### src/rtl/tcp_tx_drr_sched.sv
// Deficit-round-robin grant scheduler for the shared TCP TX path.
// One grant in flight at a time; per-region outstanding credit limit.
module tcp_tx_drr_sched #(
    parameter int N_REQ       = 4,
    parameter int LEN_BITS    = 16,
    parameter int MAX_OUTST   = 8,
    parameter int QUANTUM_RST = 4096
) (
    input  logic                      aclk,
    input  logic                      aresetn,
    input  logic [N_REQ-1:0]          s_req_valid,
    input  logic [N_REQ*LEN_BITS-1:0] s_req_len,
    output logic [N_REQ-1:0]          s_req_ready,
    output logic                      m_grant_valid,
    input  logic                      m_grant_ready,
    output logic [$clog2(N_REQ)-1:0]  m_grant_id,
    output logic [LEN_BITS-1:0]       m_grant_len,
    input  logic                      cmp_valid,
    input  logic [$clog2(N_REQ)-1:0]  cmp_id,
    input  logic                      cfg_we,
    input  logic [$clog2(N_REQ)-1:0]  cfg_id,
    input  logic [LEN_BITS-1:0]       cfg_quantum,
    output logic                      outst_err,
    output logic [N_REQ-1:0]          busy
);

    localparam int IDW = $clog2(N_REQ);
    localparam int OW  = $clog2(MAX_OUTST + 1);
    localparam int DW  = LEN_BITS + 1;

    typedef enum logic [1:0] {
        ST_IDLE,
        ST_ADD,
        ST_SERVE,
        ST_OUT
    } st_t;

    st_t                 r_state;
    logic [IDW-1:0]      r_ptr;
    logic [DW-1:0]       r_def   [N_REQ];
    logic [OW-1:0]       r_outst [N_REQ];
    logic [LEN_BITS-1:0] r_quant [N_REQ];
    logic                r_gvalid;
    logic [IDW-1:0]      r_gid;
    logic [LEN_BITS-1:0] r_glen;
    logic                r_err;

    logic [LEN_BITS-1:0] w_lens [N_REQ];
    logic [LEN_BITS-1:0] w_len_p;
    logic                w_elig;
    logic                w_fit;
    logic                w_grant;
    logic [DW:0]         w_sum;
    logic [DW-1:0]       w_sat;
    logic [IDW-1:0]      w_ptr_nx;
    logic                w_cmp_ok;
    logic                w_cfg_ok;
    logic                w_cmp_zero;
    logic                w_cmp_hit;

    // Region under the pointer: length, eligibility and deficit arithmetic
    always_comb begin
        for (int i = 0; i < N_REQ; i++) begin
            w_lens[i] = s_req_len[i*LEN_BITS +: LEN_BITS];
        end
        w_len_p  = w_lens[r_ptr];
        w_elig   = s_req_valid[r_ptr]
                 && (r_outst[r_ptr] < OW'(MAX_OUTST))
                 && (r_quant[r_ptr] != '0);
        w_fit    = r_def[r_ptr] >= {1'b0, w_len_p};
        w_grant  = (r_state == ST_SERVE) && w_elig && w_fit;
        w_sum    = {1'b0, r_def[r_ptr]} + {2'b0, r_quant[r_ptr]};
        w_sat    = w_sum[DW] ? {DW{1'b1}} : w_sum[DW-1:0];
        w_ptr_nx = (r_ptr == IDW'(N_REQ - 1)) ? '0 : r_ptr + IDW'(1);
    end

    // Completion / config index checks and underflow detection
    always_comb begin
        w_cmp_ok   = 32'(cmp_id) < N_REQ;
        w_cfg_ok   = 32'(cfg_id) < N_REQ;
        w_cmp_zero = 1'b0;
        for (int i = 0; i < N_REQ; i++) begin
            if (cmp_id == IDW'(i)) w_cmp_zero = (r_outst[i] == '0);
        end
        w_cmp_hit  = w_grant && (r_ptr == cmp_id);
    end

    // Pop pulse to the region being granted in this SERVE cycle
    always_comb begin
        s_req_ready = '0;
        if (w_grant) s_req_ready[r_ptr] = 1'b1;
    end

    // Busy flags mirror non-zero outstanding counters
    always_comb begin
        for (int i = 0; i < N_REQ; i++) begin
            busy[i] = (r_outst[i] != '0);
        end
    end

    assign m_grant_valid = r_gvalid;
    assign m_grant_id    = r_gid;
    assign m_grant_len   = r_glen;
    assign outst_err     = r_err;

    // DRR state machine, credit counters and quantum registers
    always_ff @(posedge aclk) begin
        if (!aresetn) begin
            r_state  <= ST_IDLE;
            r_ptr    <= '0;
            r_gvalid <= 1'b0;
            r_gid    <= '0;
            r_glen   <= '0;
            r_err    <= 1'b0;
            for (int i = 0; i < N_REQ; i++) begin
                r_def[i]   <= '0;
                r_outst[i] <= '0;
                r_quant[i] <= LEN_BITS'(QUANTUM_RST);
            end
        end else begin
            unique case (r_state)
                ST_IDLE: begin
                    if (w_elig) begin
                        r_state <= ST_ADD;
                    end else begin
                        if (!s_req_valid[r_ptr]) r_def[r_ptr] <= '0;
                        r_ptr <= w_ptr_nx;
                    end
                end
                ST_ADD: begin
                    r_def[r_ptr] <= w_sat;
                    r_state      <= ST_SERVE;
                end
                ST_SERVE: begin
                    if (w_grant) begin
                        r_gid        <= r_ptr;
                        r_glen       <= w_len_p;
                        r_def[r_ptr] <= r_def[r_ptr] - {1'b0, w_len_p};
                        r_gvalid     <= 1'b1;
                        r_state      <= ST_OUT;
                    end else begin
                        if (!s_req_valid[r_ptr]) r_def[r_ptr] <= '0;
                        r_ptr   <= w_ptr_nx;
                        r_state <= ST_IDLE;
                    end
                end
                ST_OUT: begin
                    if (m_grant_ready) begin
                        r_gvalid <= 1'b0;
                        r_state  <= ST_SERVE;
                    end
                end
                default: r_state <= ST_IDLE;
            endcase

            for (int i = 0; i < N_REQ; i++) begin
                if (w_grant && (r_ptr == IDW'(i))) begin
                    if (!(cmp_valid && w_cmp_ok && (cmp_id == IDW'(i)))) begin
                        r_outst[i] <= r_outst[i] + OW'(1);
                    end
                end else if (cmp_valid && w_cmp_ok && (cmp_id == IDW'(i))) begin
                    if (r_outst[i] != '0) r_outst[i] <= r_outst[i] - OW'(1);
                end
            end

            if (cmp_valid && (!w_cmp_ok || (w_cmp_zero && !w_cmp_hit))) begin
                r_err <= 1'b1;
            end

            if (cfg_we && w_cfg_ok) r_quant[cfg_id] <= cfg_quantum;
        end
    end

endmodule

### config.mk
export PLATFORM = sky130hd
export DESIGN_NAME = tcp_tx_drr_sched
export DESIGN_NICKNAME = d
export VERILOG_FILES = /design/src/rtl/tcp_tx_drr_sched.sv
export SDC_FILE = /design/constraint.sdc
export NUM_CORES = 1
export LEC_CHECK = 0
export CAP_MARGIN = 15
export CORE_ASPECT_RATIO = 1.75
export CORE_UTILIZATION = 29
export DETAILED_ROUTE_END_ITERATION = 6
export GPL_TIMING_DRIVEN = 0
export PLACE_DENSITY_LB_ADDON = 0.12
export SKIP_CTS_REPAIR_TIMING = 1
export SKIP_LAST_GASP = 1
export SLEW_MARGIN = 0
export SYNTH_ARGS = -nofsm -noshare
export SYNTH_HDL_FRONTEND = slang
export SYNTH_SLANG_ARGS = --single-unit
### constraint.sdc
create_clock -name aclk -period 13.4 [get_ports aclk]
set_input_delay 2.68 -clock aclk [delete_from_list [all_inputs] [get_ports aclk]]
set_output_delay 2.68 -clock aclk [all_outputs]
set_load 0.02 [all_outputs]
==> results of run 1 <==
[cells by family (layout without fill, tap and decap cells)]
group / Yosys count / in the layout / synth area share, %
AOI/OAI and AO/OA: 145 / 145 / 9.12
xor gates and xnor gates: 28 / 28 / 2.38
adders and majority gates: 50 / 50 / 6.45
buffers and inverters: 96 / 248 / 4.37
DFF: 174 / 174 / 48.3
muxes: 73 / 73 / 13.7
and+or+nand+nor: 298 / 298 / 15.7
[final timing paths]
| kind | startpoint | to | slack [ns] | depth (start not counted) |
|---|---|---|---|---|
| min | outst_err | outst_err | 0.51 | 1 |
| max reg2reg | flop | r_outst[1][3] | 7.20 | 20 |
| min reg2reg | outst_err | outst_err | 0.51 | 1 |
| max | s_req_len[49] | s_req_ready[3] | 4.43 | 13 |
[worst max-delay path, delay by kind of cell]
kind            cells  cell delay (ns)
simple gates        2             0.35
mux                 1             0.51
compound gates      4             1.05
fa+ha+maj           1             0.26
buf+inv             5             1.43
[registers in the layout, indices dropped and copies added (netlist names), named ones only]
name,count
r_ptr,2
m_grant_id,2
r_state,2
m_grant_valid,1
m_grant_len,16
r_def,68
r_outst,16
r_quant,64
outst_err,1
[metrics by stage]
step | cell area, sq um | power, mW | setup slack [ns] | util, %
CTS | 12700 | 2.74 | 4.41 | 36.6
finish | 12700 | 2.70 | 4.43 | 36.6
detailed placement | 12100 | 2.19 | 4.43 | 34.8
global route | 12700 | 2.86 | 4.29 | 36.6
floorplan | 10300 | 1.71 | 5.78 | -
global placement | 12100 | 2.19 | 4.41 | 34.8
[metal layers]
metal / vias up / global-route usage (%)
met2: 106 / 36.5
met5: - / 0
li1: 3485 / -
met4: 0 / 6.68
met3: 35 / 2.48
met1: 3722 / 19.0
[layout make-up]
type / count / area (sq um) / area share (%)
clock inverters: 15 / 219 / 1.72
well taps: 460 / 576 / 4.53
multi-input cells: 594 / 4870 / 38.3
repair buffers: 120 / 1200 / 9.45
clock buffers: 17 / 425 / 3.35
plain buffers: 37 / 223 / 1.75
inverters: 59 / 226 / 1.78
flip-flops and latches: 174 / 4960 / 39.1
[power by group]
part | internal, mW | leakage, nW | switching, mW
Combinational | 0.582 | 2.72 | 0.892
Clock | 0.288 | 0.312 | 0.255
Sequential | 0.660 | 1.71 | 0.0241
Total | 1.53 | 4.74 | 1.17
[cell usage in the layout, fill, tap and decap left out, types with 21 or more instances in the layout]
cell | synthesis | final
a21oi_1 | 53 | 53
mux2i_1 | 22 | 22
nor2b_1 | 28 | 28
dfxtp_1 | 26 | 26
o21ai_0 | 24 | 24
and3_1 | 21 | 21
ha_1 | 45 | 45
edfxtp_1 | 148 | 148
clkbuf_1 | 23 | 23
nand2_1 | 42 | 42
and2_1 | 50 | 50
mux4_2 | 41 | 41
clkdlybuf4s50_1 | 0 | 120
inv_1 | 58 | 58
nor2_1 | 76 | 76
==> impl_metrics.env, run 1 <==
export IMPL_coreArea_sq_um=34700
export IMPL_timing_final_crit_period_ns=8.97
export IMPL_cp_cell_sequence="clkdlybuf4s50_1, mux4_2, inv_1, ha_1, nor2b_1, o31a_1, o31ai_1, a31oi_1, o21a_2, buf_6, nand2_1, inv_1, clkdlybuf4s50_1"
export IMPL_synth_largest_area_cell="edfxtp_1"
export IMPL_ctsLongestPathBuffers=2
export IMPL_p_per_area_nw_per_um2=213
export IMPL_ir_drop_mv=0.107
export IMPL_final_cells=1476
export IMPL_crit_type="in -> out"
export IMPL_max_stage_delay_ns=0.57
export IMPL_insertedDiodeCount=0
export IMPL_antenna_found_initial=0
export IMPL_ys_seq_elements=174
export IMPL_cts_sinks=174
export IMPL_critPathLaunchType="primary input"
export IMPL_die_area_sq_um=36300
export IMPL_worst_pin_slew_ns=1.13
export IMPL_end_kind="primary output"
export IMPL_grt_overflow=0
export IMPL_drc=0
export IMPL_relSlewSlack_pct=24.7
export IMPL_maxCapViolCount=0
export IMPL_cpMaxStageDelayCell="clkdlybuf4s50_1"
export IMPL_wl_met3_um=595
export IMPL_p_leak_nw=4.74
export IMPL_portBuffers=120
export IMPL_synth_edf_count=148
export IMPL_highest_layer="met4"
export IMPL_hold_ws_ns=0.506
export IMPL_post_synth_top_area_fraction_pct=43.2
export IMPL_ios=121
export IMPL_clock_latency_ns=0.47
export IMPL_synthesis_area_sq_um=10300
export IMPL_via_per_inst=4.98
export IMPL_setup_viol=0
export IMPL_finalCritPeriodShare_pct=66.9
export IMPL_grt_pass1_vias=7671
export IMPL_nFillCells=3572
export IMPL_wl_per_cell_um=21.6
export IMPL_place_hpwl_mm=24.6
export IMPL_wirelength_mm=31.9
export IMPL_vias=7348
export IMPL_synthesis_area_per_instance_sq_um=11.9
export IMPL_synth_fp_nets=1007
export IMPL_synthArstFlopShare_pct=0
export IMPL_finalHoldViolations=0
export IMPL_fin_setup_tns_ns=0
export IMPL_fin_worst_skew_ns=0.0171
export IMPL_numCtsBuffers=17
export IMPL_grt_pass1_wl_mm=47.1
export IMPL_ys_top_cells_by_count="148 x edfxtp_1, 76 x nor2_1, 58 x inv_1"
export IMPL_clkSlewWorstSetupHoldPaths_ns=0.07
export IMPL_slew_viol_final=0
export IMPL_nets=1146
export IMPL_syn_to_final_growth_pct=23.5
export IMPL_rows=90
export IMPL_synthFlopType="edfxtp_1"
export IMPL_arrival_ns=6.29
export IMPL_drtAntennaViolNets=0
export IMPL_ys_seq_area_share_pct=48.3
export IMPL_drive_above_1_share_pct=10.0
export IMPL_synthTopCellsByArea="edfxtp_1 43%, mux4_2 9.0%, ha_1 5.5%"
export IMPL_gp_congestion=0.838
export IMPL_path_max_fanout=10
export IMPL_h_tree_depth=4
export IMPL_start_util_pct=29.7
export IMPL_wl_met1_mm=11.8
export IMPL_fp_dieW_um=144
export IMPL_root_buffer="clkbuf_16"
export IMPL_grt_max_degree=20
export IMPL_status="finished clean"
export IMPL_yosys_warnings=0
export IMPL_dpl_cell_count=1444
export IMPL_dr_pass1_iters=5
export IMPL_worstPathRequired_ns=10.72
export IMPL_fmax_mhz=111
export IMPL_met2_length_mm=18.8
export IMPL_grt_use_total_pct=18.4
export IMPL_drt_iter0_markers=307
export IMPL_die_h_um=251
export IMPL_cts_tree="done"
export IMPL_synth_most_common_cell="edfxtp_1"
export IMPL_synthDistinctLibCells=69
export IMPL_rsz0062_at_grt="no"
export IMPL_min_path_type="reg -> reg"
export IMPL_synth_cells=864
Note: power is estimated with default switching activity, not from simulation.
==> inputs of run 2 (changes only) <==
Clock period 13.4 ns to 8.3 ns, I/O delays scaled along.
==> results of run 2 <==
The final DEF is identical to that of run 1. Status: finished clean.
Among the figures that moved: setup slack after placement 4.43 ns -> 1.23 ns; clock-pin slew on the worst setup and hold paths 0.07 ns -> 0.08 ns; setup slack after layout 4.43 ns -> 0.834 ns; register-to-register setup slack 7.20 ns -> 2.10 ns; total power 2.70 mW -> 4.36 mW; worst IR drop on VDD 0.107 mV -> 0.172 mV
==> inputs of run 3 (changes only) <==
Settings changed: SLEW_MARGIN 0 to 20.
==> impl_metrics.env, run 3 (synthesis gave the netlist of run 1 again) <==
export IMPL_hold_ws_ns=0.506
export IMPL_critPathLaunchType="flop"
export IMPL_drive_above_1_share_pct=10.1
export IMPL_via_per_inst=4.98
export IMPL_power_frac_seq_pct=25.3
export IMPL_worst_pin_slew_ns=1.03
export IMPL_root_buffer="clkbuf_16"
export IMPL_nets=1146
export IMPL_syn_to_final_growth_pct=23.6
export IMPL_grt_pass1_vias=7671
export IMPL_status="finished clean"
export IMPL_wirelength_mm=31.9
export IMPL_rows=90
export IMPL_p_sw_mw=1.89
export IMPL_holdPathStages=1
export IMPL_top_register="r_def"
export IMPL_cpMaxStageDelayCell="clkbuf_1"
export IMPL_clkPwrFrac_pct=20.1
export IMPL_comb_power_share_pct=54.5
export IMPL_vias=7355
export IMPL_fp_dieW_um=144
export IMPL_setup_viol=0
export IMPL_grt_use_total_pct=18.4
export IMPL_place_hpwl_mm=24.6
export IMPL_finalHoldViolations=0
export IMPL_p_sw_share_pct=43.4
export IMPL_ir_drop_mv=0.173
export IMPL_arrival_ns=5.82
export IMPL_die_area_sq_um=36300
export IMPL_mostFrequentLayoutCell="edfxtp_1"
export IMPL_antenna_found_initial=0
export IMPL_fin_setup_tns_ns=0
export IMPL_final_core_util_pct=36.6
export IMPL_final_cells=1476
export IMPL_critPathMostFrequentCell="clkbuf_1"
export IMPL_timing_final_crit_period_ns=7.48
export IMPL_layout_common_cells="148 x edfxtp_1, 120 x clkdlybuf4s50_1, 76 x nor2_1"
export IMPL_ctsLongestPathBuffers=2
export IMPL_h_tree_depth=4
export IMPL_max_stage_delay_ns=0.78
export IMPL_fmax_mhz=134
export IMPL_cp_cell_sequence="clkbuf_1, clkbuf_1, clkbuf_1, mux4_2, ha_1, nand4_1, or3_1, a31oi_1, o21a_2, buf_6, nand2_1, inv_1, clkdlybuf4s50_1"
export IMPL_grt_max_degree=20
export IMPL_slew_viol_final=0
export IMPL_wl_per_cell_um=21.6
export IMPL_dr_pass1_iters=5
export IMPL_end_kind="primary output"
export IMPL_cts_tree="done"
export IMPL_path_max_fanout=10
export IMPL_start_util_pct=29.7
export IMPL_coreArea_sq_um=34700
export IMPL_p_leak_nw=4.74
export IMPL_finalCritPeriodShare_pct=90.1
export IMPL_insertedDiodeCount=0
export IMPL_drtAntennaViolNets=0
export IMPL_ios=121
export IMPL_grt_overflow=0
export IMPL_relSlewSlack_pct=31.2
export IMPL_rsz0062_at_grt="no"
export IMPL_crit_type="reg -> out"
export IMPL_numCtsBuffers=17
export IMPL_top_regs="r_def x68, r_quant x64"
export IMPL_gp_congestion=0.838
export IMPL_largest_register_ffs=68
export IMPL_die_h_um=251
export IMPL_cts_sinks=174
export IMPL_finalPower_mw=4.36
export IMPL_dpl_cell_count=1444
export IMPL_maxCapViolCount=0
export IMPL_p_per_area_nw_per_um2=343
export IMPL_min_path_type="reg -> reg"
export IMPL_worstPathRequired_ns=6.64
export IMPL_portBuffers=120
export IMPL_internal_power_mw=2.47
export IMPL_fin_worst_skew_ns=0.0171
export IMPL_clock_latency_ns=0.47
export IMPL_drt_iter0_markers=307
export IMPL_r2r_cells=20
export IMPL_drc=0
export IMPL_clkSlewWorstSetupHoldPaths_ns=0.08
export IMPL_grt_pass1_wl_mm=47.1
[run 3: cell count changes in the layout (fill, tap and decap cells not counted)]
| cell | delta |
|---|---|
| nand2_1 | -1 |
| nand2_2 | +1 |
[run 3: worst paths after layout]
kind,slack (ns),end,start
setup / recovery,0.82,s_req_ready[3],flop
hold / removal,0.51,outst_err,outst_err
setup reg to reg,2.08,r_outst[1][3],flop
hold reg to reg,0.51,outst_err,outst_err
[run 3: power by group through the flow]
stage | Combinational [mW] | Clock (mW) | Sequential [mW]
floorplan | 1.64 | 0 | 1.11
global placement | 2.41 | 0 | 1.12
detailed placement | 2.41 | 0 | 1.13
CTS | 2.42 | 0.892 | 1.11
global route | 2.59 | 0.923 | 1.12
finish | 2.38 | 0.878 | 1.10
[run 3: routing by layer]
layer,vias up,wire length [um],global-route usage (%)
met5,-,0,0
met2,112,18800,36.5
met4,0,713,6.68
li1,3485,-,-
met1,3723,11700,19.0
met3,35,668,2.48
[run 3: final cells by class]
cell class	instances	area (sq um)
Tap cell	460	576
Fill cell	3570	22000
Buffer	37	223
Clock buffer	17	425
Multi-Input combinational cell	594	4870
Clock inverter	15	219
Sequential cell	174	4960
Inverter	59	226
Timing Repair Buffer	120	1200
[run 3: per-stage QoR]
| step | area [sq um] | setup WS, ns |
|---|---|---|
| global route | 12700 | 0.529 |
| detailed placement | 12100 | 1.23 |
| finish | 12700 | 0.820 |
| global placement | 12100 | 1.19 |
| floorplan | 10300 | 2.72 |
| CTS | 12700 | 0.712 |
[run 3: critical path, delay by kind of cell (launching register included)]
family / cells / cell delay, ns
fa+ha+maj: 1 / 0.44
mux: 1 / 0.51
simple gates: 3 / 0.72
flops: 1 / 0.31
buf+inv: 6 / 2.78
compound gates: 2 / 0.60
